[src/rtl/gfx_pkg.sv]
// Shared graphics definitions: default video timing, counter/colour widths,
// the packed colour-word layout delivered by color_ram, and the channel
// scaling helper used by the output pipeline.
package gfx_pkg;

  // Default timing (pixel clocks and lines)
  localparam int unsigned H_TOTAL_DEF  = 456;
  localparam int unsigned H_VIS_DEF    = 336;
  localparam int unsigned HS_START_DEF = 376;
  localparam int unsigned HS_LEN_DEF   = 32;
  localparam int unsigned V_TOTAL_DEF  = 262;
  localparam int unsigned V_VIS_DEF    = 240;
  localparam int unsigned VS_START_DEF = 248;
  localparam int unsigned VS_LEN_DEF   = 3;

  // Widths
  localparam int unsigned CNT_W    = 9;
  localparam int unsigned COLOUR_W = 16;
  localparam int unsigned NIB_W    = 4;
  localparam int unsigned CHAN_W   = 8;

  // Colour word from color_ram: [15:12] intensity, [11:8] R, [7:4] G, [3:0] B
  typedef struct packed {
    logic [NIB_W-1:0] intensity;
    logic [NIB_W-1:0] r;
    logic [NIB_W-1:0] g;
    logic [NIB_W-1:0] b;
  } colour_word_t;

  // Blank and raw sync flags travelling alongside a pixel
  typedef struct packed {
    logic blank;
    logic hsync;
    logic vsync;
  } sync_t;

  // c * (i + 1): peaks at 15 * 16 = 240, so 8 bits never overflow
  function automatic logic [CHAN_W-1:0] scale_chan(input logic [NIB_W-1:0] c,
                                                    input logic [NIB_W-1:0] i);
    return CHAN_W'(c) * (CHAN_W'(i) + CHAN_W'(1));
  endfunction

endpackage

[src/rtl/video_timing.sv]
// Raster timing generator: horizontal/vertical counters, blank and raw sync
// decode, and the frame_start strobe.
// Ports:
//   clk, rst_b       clock, async active-low reset
//   pix_ce           pixel clock enable; counters advance only when high
//   hcount, vcount   current raster position (registered)
//   hblank, vblank   blanking decoded combinationally from the counters
//   hsync, vsync     raw active-high sync decoded from the counters
//   frame_start      one-clock pulse after the strobe that wraps both counters
module video_timing
  import gfx_pkg::*;
#(
  parameter int unsigned H_TOTAL  = H_TOTAL_DEF,
  parameter int unsigned H_VIS    = H_VIS_DEF,
  parameter int unsigned HS_START = HS_START_DEF,
  parameter int unsigned HS_LEN   = HS_LEN_DEF,
  parameter int unsigned V_TOTAL  = V_TOTAL_DEF,
  parameter int unsigned V_VIS    = V_VIS_DEF,
  parameter int unsigned VS_START = VS_START_DEF,
  parameter int unsigned VS_LEN   = VS_LEN_DEF
) (
  input  logic             clk,
  input  logic             rst_b,
  input  logic             pix_ce,
  output logic [CNT_W-1:0] hcount,
  output logic [CNT_W-1:0] vcount,
  output logic             hblank,
  output logic             vblank,
  output logic             hsync,
  output logic             vsync,
  output logic             frame_start
);

  localparam logic [CNT_W-1:0] H_LAST   = CNT_W'(H_TOTAL - 1);
  localparam logic [CNT_W-1:0] V_LAST   = CNT_W'(V_TOTAL - 1);
  localparam logic [CNT_W-1:0] H_VIS_C  = CNT_W'(H_VIS);
  localparam logic [CNT_W-1:0] V_VIS_C  = CNT_W'(V_VIS);
  localparam logic [CNT_W-1:0] HS_BEG_C = CNT_W'(HS_START);
  localparam logic [CNT_W-1:0] HS_END_C = CNT_W'(HS_START + HS_LEN);
  localparam logic [CNT_W-1:0] VS_BEG_C = CNT_W'(VS_START);
  localparam logic [CNT_W-1:0] VS_END_C = CNT_W'(VS_START + VS_LEN);

  logic h_wrap_c;
  logic v_wrap_c;

  assign h_wrap_c = (hcount == H_LAST);
  assign v_wrap_c = (vcount == V_LAST);

  // Counters and frame_start; frame_start is a single clk wide regardless of pix_ce
  always_ff @(posedge clk or negedge rst_b) begin
    if (!rst_b) begin
      hcount      <= '0;
      vcount      <= '0;
      frame_start <= 1'b0;
    end else begin
      frame_start <= 1'b0;
      if (pix_ce) begin
        frame_start <= h_wrap_c && v_wrap_c;
        hcount      <= h_wrap_c ? '0 : hcount + CNT_W'(1);
        if (h_wrap_c) begin
          vcount <= v_wrap_c ? '0 : vcount + CNT_W'(1);
        end
      end
    end
  end

  // Undelayed decode, consumed upstream and by the colour pipeline
  always_comb begin
    hblank = (hcount >= H_VIS_C);
    vblank = (vcount >= V_VIS_C);
    hsync  = (hcount >= HS_BEG_C) && (hcount < HS_END_C);
    vsync  = (vcount >= VS_BEG_C) && (vcount < VS_END_C);
  end

endmodule

[src/rtl/video_out.sv]
// Video output stage: raster timing plus a two-stage colour pipeline that
// scales the 4-bit channels by intensity and keeps sync/de aligned with RGB.
// Ports:
//   clk, rst_b             clock, async active-low reset
//   pix_ce                 pixel clock enable (may be held high)
//   D                      colour word for the current hpos/vpos
//   hpos, vpos             current raster position, to address generation
//   hblank, vblank         undelayed blanking, to upstream stages
//   red, green, blue       scaled colour, two strobes after D
//   hsync_b, vsync_b, de   active-low syncs and display enable, aligned with RGB
//   frame_start            one-clock pulse when the raster returns to 0,0
module video_out
  import gfx_pkg::*;
#(
  parameter int unsigned H_TOTAL  = H_TOTAL_DEF,
  parameter int unsigned H_VIS    = H_VIS_DEF,
  parameter int unsigned HS_START = HS_START_DEF,
  parameter int unsigned HS_LEN   = HS_LEN_DEF,
  parameter int unsigned V_TOTAL  = V_TOTAL_DEF,
  parameter int unsigned V_VIS    = V_VIS_DEF,
  parameter int unsigned VS_START = VS_START_DEF,
  parameter int unsigned VS_LEN   = VS_LEN_DEF
) (
  input  logic                clk,
  input  logic                rst_b,
  input  logic                pix_ce,
  input  logic [COLOUR_W-1:0] D,
  output logic [CNT_W-1:0]    hpos,
  output logic [CNT_W-1:0]    vpos,
  output logic                hblank,
  output logic                vblank,
  output logic [CHAN_W-1:0]   red,
  output logic [CHAN_W-1:0]   green,
  output logic [CHAN_W-1:0]   blue,
  output logic                hsync_b,
  output logic                vsync_b,
  output logic                de,
  output logic                frame_start
);

  logic hsync_raw;
  logic vsync_raw;

  video_timing #(
    .H_TOTAL  (H_TOTAL),
    .H_VIS    (H_VIS),
    .HS_START (HS_START),
    .HS_LEN   (HS_LEN),
    .V_TOTAL  (V_TOTAL),
    .V_VIS    (V_VIS),
    .VS_START (VS_START),
    .VS_LEN   (VS_LEN)
  ) u_timing (
    .clk         (clk),
    .rst_b       (rst_b),
    .pix_ce      (pix_ce),
    .hcount      (hpos),
    .vcount      (vpos),
    .hblank      (hblank),
    .vblank      (vblank),
    .hsync       (hsync_raw),
    .vsync       (vsync_raw),
    .frame_start (frame_start)
  );

  colour_word_t pix_q;
  sync_t        ctl_q;

  // Stage 1: capture the colour word with the blank/sync of its raster position.
  // Blank resets high so the first strobe after reset cannot raise de.
  always_ff @(posedge clk or negedge rst_b) begin
    if (!rst_b) begin
      pix_q <= '0;
      ctl_q <= '{blank: 1'b1, hsync: 1'b0, vsync: 1'b0};
    end else if (pix_ce) begin
      pix_q <= colour_word_t'(D);
      ctl_q <= '{blank: hblank | vblank, hsync: hsync_raw, vsync: vsync_raw};
    end
  end

  logic [CHAN_W-1:0] red_c;
  logic [CHAN_W-1:0] green_c;
  logic [CHAN_W-1:0] blue_c;

  // Channel scaling, forced to black in blanking
  always_comb begin
    red_c   = '0;
    green_c = '0;
    blue_c  = '0;
    if (!ctl_q.blank) begin
      red_c   = scale_chan(pix_q.r, pix_q.intensity);
      green_c = scale_chan(pix_q.g, pix_q.intensity);
      blue_c  = scale_chan(pix_q.b, pix_q.intensity);
    end
  end

  // Stage 2: registered outputs; syncs take the same path as RGB
  always_ff @(posedge clk or negedge rst_b) begin
    if (!rst_b) begin
      red     <= '0;
      green   <= '0;
      blue    <= '0;
      de      <= 1'b0;
      hsync_b <= 1'b1;
      vsync_b <= 1'b1;
    end else if (pix_ce) begin
      red     <= red_c;
      green   <= green_c;
      blue    <= blue_c;
      de      <= ~ctl_q.blank;
      hsync_b <= ~ctl_q.hsync;
      vsync_b <= ~ctl_q.vsync;
    end
  end

endmodule

[config.mk]
export PLATFORM = sky130hd
export DESIGN_NAME = video_out
export DESIGN_NICKNAME = d
export VERILOG_FILES = /design/src/rtl/gfx_pkg.sv /design/src/rtl/video_timing.sv /design/src/rtl/video_out.sv
export SDC_FILE = /design/constraint.sdc
export NUM_CORES = 1
export LEC_CHECK = 0
export BUFFER_PORTS_ARGS = -buffer_cell sky130_fd_sc_hd__buf_2
export CAP_MARGIN = 15
export CORE_MARGIN = 2
export CORE_UTILIZATION = 30
export CTS_BUF_LIST = sky130_fd_sc_hd__clkbuf_4
export CTS_CLUSTER_SIZE = 12
export DETAILED_ROUTE_END_ITERATION = 10
export PLACE_DENSITY = 0.48
export SLEW_MARGIN = 0
export SYNTH_ARGS = -nofsm -noshare
export SYNTH_HDL_FRONTEND = slang
export SYNTH_SLANG_ARGS = --single-unit
[constraint.sdc]
create_clock -name clk -period 4.9 [get_ports clk]
set_clock_uncertainty 0.2 [all_clocks]
set_input_delay 0.245 -clock clk [delete_from_list [all_inputs] [get_ports clk]]
set_output_delay 0.245 -clock clk [all_outputs]
set_load 0.02 [all_outputs]
# After elaboration in Yosys (flattened, before gate mapping)
# Cells that the tools add are included.
# word_totals
ff_bits,65
out_inout_bits,48
# classes
addsub,3
n_mul,3
n_lt_le_gt_ge,6
n_eq_ne,2
muxes,6
n_bitwise,4
n_reduce_logical,4
# op_table
operator,count
2-to-1 mux 8 bit,3
adder 9 x 1 -> 9 bit (second input constant),2
equality test 9 bit (second input constant),2
>= comparator 9 x 8 -> 1 bit (second input constant),2
>= comparator 9 bit (second input constant),2
2-to-1 mux 9 bit,2
multiplier 4 x 8 -> 8 bit,2
< comparator 9 x 8 -> 1 bit (second input constant),1
< comparator 9 bit (second input constant),1
multiplier 4 x 5 -> 8 bit,1
adder 4 x 1 -> 5 bit (second input constant),1
logical AND 1 bit,3
NOT 1 bit,3
AND reduction 2 bit,1
2-to-1 mux 1 bit,1
OR 1 bit,1

# Logic depth before layout (Yosys ltp)
# Gate-level depths: netlist of run 1.
# logic_depth
word_depth,3
mapped_depth,13

# By module
# Synthesis of run 1 repeated with hierarchy kept, for this count alone.
# hier_totals
cells_unflattened,447
hier_area_um2,4413.0
# by_module_without_submodules
mod,n_inst,cells_per_inst,area_per_inst_um2,seq_area_each_um2
video_out,1,332,3328.2,1154.9
video_timing,1,115,1084.8,475.5

# Least setup slack after synthesis of run 1
# No wires, ideal clock.
# synth_timing
kind,reg-to-reg
start,register pix_q[12] (netlist bit)
end,register blue[6]
setup_time_ps,110
arrival_ps,3287
t_required_ps,4590
setup_slack_ps,1303
stages_incl_launch_ff,14
n_path_buf,1
period_less_slack_ps,3597
cell_sequence,dfrtp_1 ha_1 xor2_1 clkbuf_1 nand2_1 fa_1 inv_1 fa_1 inv_1 fa_1 nor2b_1 o21a_1 nor3_1 o41ai_1
# synth_via
elab_chain_cells,3
# synth_lines
element,line_no,source
start: declaration,video_out.sv:66,colour_word_t pix_q;
start signal: assignment,video_out.sv:76,pix_q <= colour_word_t'(D);
adder 4 x 1 -> 5 bit,gfx_pkg.sv:40,return CHAN_W'(c) * (CHAN_W'(i) + CHAN_W'(1));
multiplier 4 x 5 -> 8 bit,gfx_pkg.sv:40,
2-to-1 mux 8 bit,video_out.sv:90,if (!ctl_q.blank) begin
end signal: assignment,video_out.sv:109,blue <= blue_c;
end: declaration,video_out.sv:34,"output logic [CHAN_W-1:0] blue,"
# No other way between the ends.
# A chain may end at the register's enable or synchronous reset.

# Worst setup path after layout of run 1
# layout_timing
start,register pix_q[12] (netlist bit)
end,register green[6]
# layout_via
elab_chain_cells,3
# layout_lines
element,line_no,source
adder 4 x 1 -> 5 bit,gfx_pkg.sv:40,
multiplier 4 x 8 -> 8 bit,gfx_pkg.sv:40,
2-to-1 mux 8 bit,video_out.sv:90,
end signal: assignment,video_out.sv:108,green <= green_c;
end: declaration,video_out.sv:33,"output logic [CHAN_W-1:0] green,"
# No other way between the ends.

==> results of run 1 <==
registers in the layout, summed over array words and instances (netlist names), 3 cells and up:
name             flops
ctl_q                3
u_timing.vcount      9
blue                 8
green                8
u_timing.hcount      9
pix_q               16
red                  8
cells in the mapped netlist:
cell      count
o2111a_1      3
o22ai_1       2
a31o_2        6
a21o_1        3
o21ai_0      18
dfrtp_1      62
o41ai_1       7
and2b_2       1
clkinv_1      1
nor2b_1      19
nand2_1      42
or3_1         3
a21oi_1       5
clkbuf_1     14
and3_1        5
nand2b_1      4
nand4_1       8
and4bb_4      1
buf_4         2
xor2_1        8
nand3_1      11
fa_1         18
o32ai_1       3
o32a_1        1
dfstp_2       3
xnor2_1       9
o31ai_1       4
a211oi_1      7
nor4_1        4
a211o_1       3
nand4_2       1
a21oi_2       1
nand3_2       1
inv_1        45
o41ai_2       1
nor3_1        3
o21a_1        9
nor2_1       16
mux2_2       18
and2_1       27
ha_1         39
buf_2         1
critical path, cell delays in order (launching register included):
cell and delay, ps:
dfrtp_1 610, ha_1 320, xor2_1 180, buf_4 210
nand2_1 90, fa_1 480, inv_1 50, fa_1 560
inv_1 60, fa_1 430, nor2b_1 190, o21a_1 150
nor3_1 50, o41ai_1 340
per-layer routing:
| metal | vias to the layer above | part of all wire (%) | wire length (um) | GRT usage, % |
|---|---|---|---|---|
| met4 | 0 | 2.9 | 311 | 7.06 |
| met1 | 1697 | 47 | 4990 | 18.9 |
| li1 | 1669 | - | - | - |
| met5 | - | 0 | 0 | 0 |
| met3 | 21 | 2.9 | 308 | 3.05 |
| met2 | 47 | 47 | 4980 | 22.3 |
cell type report:
cell class | instances | share of cell area, %
inverters | 46 | 3.30
clock buffers | 11 | 1.58
flip-flops and latches | 65 | 31.2
multi-input cells | 311 | 48.0
clock inverters | 4 | 1.34
repair buffers | 87 | 10.2
well taps | 184 | 4.41
power groups by stage:
| stage | Sequential [uW] | Clock (uW) | Combinational, uW |
|---|---|---|---|
| 2_1_floorplan | 856 | 0 | 490 |
| 3_3_place_gp | 759 | 0 | 841 |
| 3_5_place_dp | 762 | 0 | 849 |
| 4_1_cts | 752 | 439 | 868 |
| 5_1_grt | 771 | 458 | 971 |
| 6_report | 749 | 421 | 852 |
cell families after synthesis:
kind of cell / count (synthesis)
and+or+nand+nor: 146
AOI/OAI and AO/OA: 73
DFF: 65
buffers and inverters: 63
adders and majority gates: 57
muxes: 18
xor gates and xnor gates: 17
worst max-delay path by stage:
stage               slack (ps)       end  cells past startpoint
detailed placement         870   blue[6]                     13
global placement          1050   blue[6]                     13
floorplan                 1300   blue[6]                     13
CTS                        780  green[6]                     13
global route               580   blue[6]                     13
finish                     840  green[6]                     13
timing repair:
item,4_1_cts,5_1_grt
endpoints found under the hold margin,78,0
hold buffers,17,0
setup endpoints to repair,0,0
metrics by stage:
step	hold slack, ps	utilization [%]	total power, uW
finish	215	36.2	2020
global route	235	36.2	2200
CTS	175	36.2	2060
detailed placement	265	34.0	1610
global placement	259	34.0	1600
floorplan	-251	-	1350
==> results.md, run 1 <==
- The total of max-cap violations is 0.
- Cell internal power was estimated by the tool at 1220 uW.
- CTS built an H-tree with a depth of 3.
- The area of combinational cells with multiple inputs is 2510 sq um.
- The worst hold path passes through 4 cells.
- The data required time of the critical path is 5030 ps.
- The part of the cycle the worst path needs is just over 80%.
- The remaining antenna violation count after routing is 0.
- Summing the areas of all compound-gate instances in the mapped netlist gives 12.2% of the synthesized area.
- The number of detailed-route iterations in the first pass is 4.
- Leaving out filler cells and counting taps, the final layout contains 708.
- The placeable core region is 14400 sq um.
- The clock tree from TritonCTS is yes.
- The count of routing violations after the opening detailed-route iteration is 236.
- 67 I/O pins were placed.
- The worst slack after detailed placement is around 870 ps.
- Power spread over the standard cell area amounts to 387 nW/um^2.
- At the pin with the least slew margin, the transition time is 857 ps.
- The number of pins exceeding their max-slew limit in the final report was 0.
- The hold violation total from the final report was 0.
- After clock tree synthesis, the clock-pin slew on the worst setup and hold paths is 110 ps.
- The worst hold path terminates at u_timing.hcount[1].
- The die is 125 um tall.
- The run finished with clean final reports.
- The tree is rooted in a clkbuf_4.
- Counting along the longest clock path gives a buffer depth of 2.
- The fraction of final layout cells with drive strength greater than 1 is a little under a quarter.
- Yosys printed 0 warnings.
- The floorplan step set the die width to 125 um.
- The number of clock sinks is 65.
- The xor/xnor cell area share of the yosys netlist is 3.40%.
- The net switching share of the total power is 39.7%.
- The peak fanout along the critical path is 13.
- The initial antenna violation count is 0.
- The floorplan step defined a die boundary enclosing ~16000 sq um.
- The top cell type by area accounts for 35.4% of the synthesized area.
- The total cell area at the placement stage is slightly below 5000 sq um.
- The endpoint identified for the worst register-to-register timing path is green[6].
- Setup violations remaining at the end of the flow were counted as 0.
- The row count is 44.
- The number of different library cells used by synthesis comes to 42.
- The post-DP HPWL is 7620 um.
- The total negative slack is 0 ps.
- The number of setup buffers added after CTS is 0.
- The global placer's final weighted congestion is around 0.79.
- The finished cells cover roughly 5200 sq um.
- The share of synthesized cell area in full adder, half adder and majority cells is 19.3%.
- The worst min-delay path category is input port to flip-flop.
- The number of cells on the worst reg-to-reg path is 13.
- Summed over all nets, the switching power comes to 802 uW.
- The number of nets in the synthesized netlist is between 500 and 600.
- Summed over all cells, the static leakage comes to 0.00256 uW.
- The peak supply drop is 0.205 mV.
- STA classifies the critical path endpoint as a flip-flop.
- The final routed DRC violation total is 0.
- The routed wire length is approximately 11000 um.
- In this run the cell area of the synthesized design comes to 4380 sq um.
- The TritonCTS buffer count is 9.
- Entering global routing, the biggest net connects 66 pins.
- The timing-limited maximum frequency is 246 MHz.
- The sum of overflow across all layers after global routing is 0.
- The post-cts repair resize count is 0.
- The final route contains 3434 vias.
- The origin of the critical flop-to-flop path is pix_q[12].
- The worst setup path is of the flip-flop to flip-flop kind.
- The worst hold path begins at pix_ce.
- By area the synthesized netlist is led by dfrtp_1 (35%), ha_1 (11%), fa_1 (8.2%), mux2_2 (4.6%), and2_1 (3.9%).
- Synthesis produced between 400 and 500 cells.
- The sequential cell fraction of total power is 37.0%.
- In the layout the commonest cells are buf_2 (66), dfrtp_1 (62), inv_1 (45).
- Dividing the detail-routed via count by the number of cells gives just under 5.
- The portion of total power attributed to combinational logic is 42.1%.
- Tracing the worst setup path back leads to its startpoint at pix_q[12].
- The simple-gate share of the synthesized area is 17.6%.
- Once the floorplan was initialized, standard cells occupied a little under a third of the core.
- The detailed-route wire length per cell is 15.0 um.
- Data on the critical path arrives at its endpoint at 4190 ps.
- Setup repair after global routing left no endpoint under its margin.
- By area, the combinational part of the netlist is dominated by adder cells.
- Global routing consumed, over all layers together, ~14% of the routing resources.
- The number of port buffers is 66.
- The number of global-route vias before repair is ~3400.
- The clock share of power is 20.8%.
- The library cell used most frequently in the layout, excluding fill and tap cells, is buf_2.
- The later pin in the worst-skew pair is clocked with a latency of between 400 and 500 ps.
- The post-synthesis sequential element count is 65.
- The first global-routing pass estimated 17800 um of wire.
- The cell count after placement is 676.
- The count of nets after finishing is 596.
- The final antenna diode count is 0.
- The startpoint type of the worst setup path is a flip-flop.
- The worst register-to-register path has a setup slack of 840 ps.
- The sequential cell area is 1630 sq um.
- The worst setup slack after layout is 839 ps.
- Of all cell types, the one taking the most synthesized area is dfrtp_1.
- In this run the tightest slew margin relative to its limit is a little over two fifths.
- Each instance of the synthesized netlist takes up on average about 10 sq um.
- After synthesis, the share of cell area in mux cells is between 4 and 5%.
- The layout overhead on the synthesized area is 19.2%.
- The fill cell total of the finished layout is approximately 1500.
- The minimum period implied by the final worst setup slack is 4060 ps.
- Sequential elements use 37.2% of the synthesized area.
No activity file was read; power rests on OpenSTA's default activity.
==> run 2: changes to the inputs <==
- ABC_AREA: not set -> 1
- PLACE_DENSITY: 0.48 -> 0.47
- clock period: 4.9 -> 4.1 ns (I/O delays scaled with it)
==> results.md, run 2 <==
- Biggest regs: pix_q (16), u_timing.hcount (9), u_timing.vcount (9) (unchanged).
- The total leakage power is 0.00311 uW (was 0.00256 uW).
- The power density over cell area is 362 nW/um^2 (was 387 nW/um^2).
- The startpoint type of the worst setup path was a flip-flop (unchanged).
- The largest buffer count on any clock path came to 2 (unchanged).
- The number of clock sinks is 65 (unchanged).
- The hold violation total from the final report came to 0 (unchanged).
- The data required time of the critical path came to 4270 ps (was 5030 ps).
- The buffers plus inverters on the worst setup path is 3 (unchanged).
- The chip width is 128 um (was 125 um).
- The sum of overflow across all layers after global routing is 0 (unchanged).
- The number of detailed-route iterations in the first pass is 6 (was 4).
- The transition time at the pin with the least slew margin was 970 ps (was 857 ps).
- The cell with the largest stage delay on the worst path is fa_1 (was dfrtp_1).
- The layout overhead on the synthesized area was 19.0% (was 19.2%).
- The timing-limited maximum frequency is 268 MHz (was 246 MHz).
- The source-to-sink clock delay at the later pin of the worst-skew pair is 460 ps (was 450 ps).
- The final routed DRC violation total was 0 (unchanged).
- The met2 global-route usage was 26.6% (was 22.3%).
- The total negative slack was 0 ps (unchanged).
- The worst endpoint data arrival time is 3900 ps (was 4190 ps).
- The post-DP HPWL is 8690 um (was 7620 um).
- The commonest non-fill, non-tap cell in the layout is nand2_1 (was buf_2).
- The met3 demand-to-capacity share in global routing is 4.63% (was 3.05%).
- The dominant delay contributor by cell family on the critical path was adder cells (unchanged).
- RSZ-0062 raised after global routing: false (unchanged).
- The count of routing violations after the opening detailed-route iteration is 148 (was 236).
- The post-synth design cell area came to 4590 sq um (was 4380 sq um).
- The flip-flop count of the largest register, all copies and words added is 16 (unchanged).
- The post-synthesis sequential element count came to 65 (unchanged).
- The most instantiated flip-flop cell in the synthesis netlist was dfrtp_1 (unchanged).
- The total of max-cap violations is 0 (unchanged).
- The via total after detailed routing is 3965 (was 3434).
- The placeable core region was 15100 sq um (was 14400 sq um).
- The mean instance size in the synthesized netlist is 7.72 sq um (was 9.99 sq um).
- The dominant combinational cell family by area after synthesis is simple AND/OR/NAND/NOR gates (was adder cells).
- The most instantiated library cell after synthesis is nand2_1 (was dfrtp_1).
- The normalized max-slew margin is 35.3% (was 42.9%).
- The maximum level of the CTS H-tree is 3 (unchanged).
- The overall track demand over capacity in global routing is 15.8% (was 14.3%).
- The final antenna diode count was 0 (unchanged).
- Top library cells by usage in the layout, fill and taps aside: nand2_1 (183), inv_1 (104), buf_2 (66) (was buf_2 (66), dfrtp_1 (62), inv_1 (45)).
- The leading area contributor after synthesis is dfrtp_1 (unchanged).
- The global-route wire length before repair is 20200 um (was 17800 um).
- The overall die area is 16300 sq um (was 15600 sq um).
- The fraction of final layout cells with drive strength greater than 1 is 14.7% (was 22.5%).
- The multiplexer share of the synthesized area was 0% (was 4.62%).
- The synthesized instance count came to 595 (was 439).
- The compound-cell area share of the yosys netlist is 8.55% (was 12.2%).
- The cell occurring most often along the worst timing path was nand2_1 (was fa_1).
- The detailed-route wire length per cell was 13.5 um (was 15.0 um).
- The peak-usage layer in the global routing report is met2 (unchanged).
- The highest cell delay on the worst timing path is 540 ps (was 610 ps).
- The die outline height is 128 um (was 125 um).
- The number of nets produced by synthesis came to 671 (was 515).
- The simple-gate share of the synthesized area is 25.1% (was 17.6%).
- The effective utilization at floorplan is 30.4% (about the same).
- The routed wire length is 11800 um (was 10600 um).
- The number of global-route vias before repair came to 4161 (was 3394).
- The number of pins exceeding their max-slew limit in the final report was 0 (unchanged).
- The most flop-heavy register is pix_q (unchanged).
- The minimum period implied by the final worst setup slack was 3730 ps (was 4060 ps).
- The TritonCTS buffer count was 9 (unchanged).
- The clock tree from TritonCTS is yes (unchanged).
- The clock transition at the registers of the reported paths is 120 ps (was 110 ps).
- The initial antenna violation count is 0 (unchanged).
- Cell types with the highest counts after synthesis: nand2_1 (183), inv_1 (104), dfrtp_1 (62) (was dfrtp_1 (62), inv_1 (45), nand2_1 (42)).
- The count of nets after finishing is 758 (was 596).
- The global-route met1 utilization was 19.3% (was 18.9%).
- The clock root buffer is clkbuf_4 (unchanged).
- The proportion of register bits with asynchronous set or reset after synthesis is 100% (unchanged).
- Dominant cells by area after synthesis: dfrtp_1 (34%), nand2_1 (15%), ha_1 (11%), inv_1 (8.5%), fa_1 (7.8%) (was dfrtp_1 (35%), ha_1 (11%), fa_1 (8.2%), mux2_2 (4.6%), and2_1 (3.9%)).
- The global placer's final weighted congestion was 0.840 (was 0.787).
- The number of setup violations in the final report came to 0 (unchanged).
- The critical path class is flip-flop to flip-flop (unchanged).
- The count of pins on the block boundary is 67 (unchanged).
- The number of flops mapped to enable cells by yosys came to 0 (unchanged).
- The row count is 45 (was 44).
- The total power is 1980 uW (was 2020 uW).
- The share of synthesized cell area in full adder, half adder and majority cells is 18.5% (was 19.3%).
- The distinct cell type count of the synthesized netlist is 38 (was 42).
- The peak fanout along the critical path is 9 (was 13).
- The largest net degree at the start of global routing came to 41 (was 66).
- Run status: finished clean (unchanged).
- The peak supply drop is 0.210 mV (was 0.205 mV).
- The number of port buffers is 66 (unchanged).
- The part of the cycle the worst path needs is 91.0% (was 82.9%).
- The top cell type's share of synthesized area is 33.8% (was 35.4%).
- The ratio of routed vias to standard cells is 4.54 (was 4.85).
- The proportion of synthesized chip area in sequential cells is 35.5% (was 37.2%).
- The xor/xnor cell area share of the yosys netlist is 2.07% (was 3.40%).
- Cells traversed along the worst timing path: ha_1 -> xor2_2 -> inv_1 -> nor2_1 -> fa_1 -> inv_1 -> fa_1 -> inv_1 -> ha_1 -> nand2_1 -> nand2_1 -> o21bai_1 -> nand2_1 -> nand2_1 -> o21ai_0 (was ha_1 -> xor2_1 -> buf_4 -> nand2_1 -> fa_1 -> inv_1 -> fa_1 -> inv_1 -> fa_1 -> nor2b_1 -> o21a_1 -> nor3_1 -> o41ai_1).
- The warning count from the yosys run is 0 (unchanged).
- The remaining antenna violation count after routing is 0 (unchanged).
- The worst min-delay path category was flip-flop to flip-flop (was input port to flip-flop).
- The type of element capturing the critical path is a flip-flop (unchanged).
[run 2: stage by stage]
stage | instance area, sq um | util, % | instances | hold slack [ps] | setup WS [ps]
after global routing | 5470 | 36.2 | 874 | 262 | 55.4
after detailed placement | 5110 | 33.9 | 839 | 220 | 317
final | 5470 | 36.2 | 874 | 224 | 368
after floorplan | 4590 | - | 595 | -291 | 797
after global placement | 5110 | 33.9 | 839 | 212 | 428
after CTS | 5470 | 36.2 | 874 | 229 | 283
[run 2: layout make-up]
cell class | instances | area, sq um
multi-input combinational | 410 | 2490
clock inverter | 5 | 81.3
clock buffer | 10 | 75.1
fill | 1611 | 9620
inverter | 107 | 402
timing repair buffer | 89 | 553
tap | 188 | 235
sequential | 65 | 1630
[run 2: cells by family (layout without fill, tap and decap cells)]
group	count (synthesis)	after routing
adder cells (fa/ha/maj)	57	57
AO/OA/AOI/OAI	65	65
AND/OR/NAND/NOR	278	278
buffers and inverters	120	211
flip-flops	65	65
XOR/XNOR	10	10
[run 2: layer usage]
layer | share of wire (%) | vias up
li1 | - | 2015
met1 | 46 | 1851
met2 | 47 | 83
met3 | 5.5 | 16
met4 | 1.7 | 0
met5 | 0 | -
[run 2: final timing paths]
check / start / end / slack (ps) / cells after the start
max: pix_q[12] / green[5] / 370 / 15
min: ctl_q[1] / hsync_b / 220 / 1
max reg2reg: pix_q[12] / green[5] / 370 / 15
min reg2reg: ctl_q[1] / hsync_b / 220 / 1
max in group asynchronous: rst_b / vsync_b / 2500 / 3
min in group asynchronous: rst_b / u_timing.vcount[2] / 230 / 2
[run 2: report_power, final]
part	leakage (uW)	switching, uW	internal, uW
combinational	0.00221	430	246
clock	0.0000824	260	251
sequential	0.000811	81.8	713
[run 2: timing repair]
| item | in CTS | in global routing |
|---|---|---|
| resized for setup | 0 | 1 |
| endpoints found under the hold margin | 58 | 0 |
| buffers inserted | 0 | 0 |
| hold buffers | 20 | 0 |
| endpoints found under the setup margin | 0 | 4 |
==> run 3: changes to the inputs <==
- CORE_ASPECT_RATIO: not set -> 0.9
- CORE_UTILIZATION: 30 -> 50
- CTS_CLUSTER_SIZE: 12 -> 8
- PLACE_DENSITY: 0.47 -> 0.71
==> results.md, run 3 (same netlist as run 2, synthesis figures left out) <==
- The worst endpoint data arrival time is 3850 ps (was 3900 ps).
- The highest cell delay on the worst timing path came to 530 ps (was 540 ps).
- The source-to-sink clock delay at the later pin of the worst-skew pair is 410 ps (was 460 ps).
- The capturing point of the worst reg2reg path is green[5] (unchanged).
- The row count came to 33 (was 45).
- The fraction of final layout cells with drive strength greater than 1 is 14.8% (was 14.7%).
- Run status: finished clean (unchanged).
- The cell occurring most often along the worst timing path is nand2_1 (unchanged).
- The TritonCTS buffer count is 9 (unchanged).
- The peak supply drop is 0.268 mV (was 0.210 mV).
- The remaining antenna violation count after routing is 0 (unchanged).
- The detailed-route wire length per cell is 13.2 um (was 13.5 um).
- The global-route wire length before repair is 18700 um (was 20200 um).
- The reg2reg setup slack is 370 ps (about the same).
- The largest buffer count on any clock path is 2 (unchanged).
- The number of cells on the worst hold path is 3 (was 1).
- The total negative slack is 0 ps (unchanged).
- Biggest regs: pix_q (16), u_timing.hcount (9), u_timing.vcount (9) (unchanged).
- The flip-flop count of the largest register, all copies and words added came to 16 (unchanged).
- The overall track demand over capacity in global routing is 23.4% (was 15.8%).
- The type of element capturing the critical path is a flip-flop (unchanged).
- RSZ-0062 raised after global routing: false (unchanged).
- The number of clock sinks was 65 (unchanged).
- Top library cells by usage in the layout, fill and taps aside: nand2_1 (183), inv_1 (104), buf_2 (66) (unchanged).
- The hold violation total from the final report is 0 (unchanged).
- The count of routing violations after the opening detailed-route iteration was 181 (was 148).
- The peak fanout along the critical path came to 9 (unchanged).
- The normalized max-slew margin came to 48.1% (was 35.3%).
- The commonest non-fill, non-tap cell in the layout is nand2_1 (unchanged).
- The ratio of routed vias to standard cells is 5.05 (was 4.54).
- The peak-usage layer in the global routing report is met2 (unchanged).
- The post-DP HPWL was 7930 um (was 8690 um).
- The worst hold path endpoint is pix_q[13] (was hsync_b).
- The effective utilization at floorplan is 50.8% (was 30.4%).
- The clock transition at the registers of the reported paths came to 130 ps (was 120 ps).
- The timing-limited maximum frequency is 268 MHz (about the same).
- The final-layout worst hold slack is 127 ps (was 224 ps).
- The part of the cycle the worst path needs is 91.1% (was 91.0%).
- The number of port buffers came to 66 (unchanged).
- The global-route met1 utilization is 28.6% (was 19.3%).
- The power density over cell area is 359 nW/um^2 (was 362 nW/um^2).
- The worst min-delay path category is input port to flip-flop (was flip-flop to flip-flop).
- The transition time at the pin with the least slew margin was 779 ps (was 970 ps).
- The critical path class is flip-flop to flip-flop (unchanged).
- The met3 demand-to-capacity share in global routing is 5.66% (was 4.63%).
- The total leakage power is 0.00309 uW (was 0.00311 uW).
- The startpoint type of the worst setup path is a flip-flop (unchanged).
- The clock root buffer is clkbuf_4 (unchanged).
- The global placer's final weighted congestion is 0.896 (was 0.840).
- The number of global-route vias before repair is 4139 (was 4161).
- The count of nets after finishing was 754 (was 758).
- The number of detailed-route iterations in the first pass is 4 (was 6).
- The buffers plus inverters on the worst setup path came to 3 (unchanged).
- The layout overhead on the synthesized area came to 16.1% (was 19.0%).
- The die outline height is 94.9 um (was 128 um).
- The cell with the largest stage delay on the worst path is fa_1 (unchanged).
- The met2 global-route usage was 42.3% (was 26.6%).
- The start point of the worst min-delay path is pix_ce (was ctl_q[1]).
- The number of buffers inserted by post-CTS setup repair is 0 (unchanged).
- The count of pins on the block boundary is 67 (unchanged).
- The clock tree from TritonCTS is yes (unchanged).
- The worst reg-to-reg path cell count is 15 (unchanged).
- The dominant delay contributor by cell family on the critical path was adder cells (unchanged).
- The overall die area is 9970 sq um (was 16300 sq um).
- The minimum period implied by the final worst setup slack is 3730 ps (about the same).
- The maximum level of the CTS H-tree came to 3 (unchanged).
- The routed wire length is 10600 um (was 11800 um).
- The initial antenna violation count was 0 (unchanged).
- The chip width came to 105 um (was 128 um).
- The placeable core region is 9040 sq um (was 15100 sq um).
- The final antenna diode count is 0 (unchanged).
- The number of setup violations in the final report is 0 (unchanged).
- The number of pins exceeding their max-slew limit in the final report is 0 (unchanged).
- The via total after detailed routing was 4065 (was 3965).
- The sum of overflow across all layers after global routing came to 0 (unchanged).
- The most flop-heavy register is pix_q (unchanged).
- The largest net degree at the start of global routing was 39 (was 41).
- The total of max-cap violations is 0 (unchanged).
- Cells traversed along the worst timing path: ha_1 -> xor2_2 -> inv_1 -> nor2_1 -> fa_1 -> inv_1 -> fa_1 -> inv_1 -> ha_1 -> nand2_1 -> nand2_1 -> o21bai_1 -> nand2_1 -> nand2_1 -> o21ai_0 (unchanged).
- The origin of the critical flop-to-flop path is pix_q[12] (unchanged).
- The data required time of the critical path was 4220 ps (was 4270 ps).
- The final routed DRC violation total is 0 (unchanged).
## run 3: stage by stage
step	utilization (%)	total power, uW	setup slack [ps]	std cells	cell area, sq um
2_1_floorplan	-	1270	797	595	4590
3_3_place_gp	55.5	1450	474	772	5020
3_5_place_dp	55.5	1470	361	772	5020
4_1_cts	59.0	1940	298	805	5330
5_1_grt	59.0	2070	50.3	805	5330
6_report	59.0	1910	366	805	5330
## run 3: layout make-up
| cell class | count | area [sq um] |
|---|---|---|
| clock inverter | 6 | 66.3 |
| multi-input combinational | 410 | 2490 |
| inverter | 107 | 402 |
| sequential | 65 | 1630 |
| timing repair buffer | 85 | 515 |
| clock buffer | 10 | 75.1 |
| fill | 828 | 3710 |
| tap | 122 | 153 |
## run 3: repair_timing
item / 4_1_cts / 5_1_grt
hold endpoints to repair: 49 / 0
setup endpoints to repair: 0 / 2
gates resized for setup: 0 / 1
hold buffers: 17 / 0
## run 3: worst max-delay path by stage
stage                     to  depth (start not counted)       from
finish              green[5]                         15  pix_q[12]
global route          red[7]                         17  pix_q[12]
CTS                 green[5]                         15  pix_q[12]
detailed placement  green[5]                         15  pix_q[12]
global placement     blue[7]                         17  pix_q[12]
floorplan             red[6]                         14  pix_q[13]
## run 3: per-layer routing
metal | up-vias | wire (um)
li1 | 2009 | -
met1 | 1941 | 4660
met2 | 99 | 5260
met3 | 16 | 549
met4 | 0 | 141
met5 | - | 0
## run 3: power breakdown
part           internal (uW)  switching [uW]  leakage (uW)
Clock                    195             249     0.0000807
Combinational            244             430       0.00220
Sequential               713            83.3      0.000811
## run 3: worst min-delay path: cells and delay by family
family	cells	cell delay, ps
buffers and inverters	1	320
and+or+nand+nor	2	190
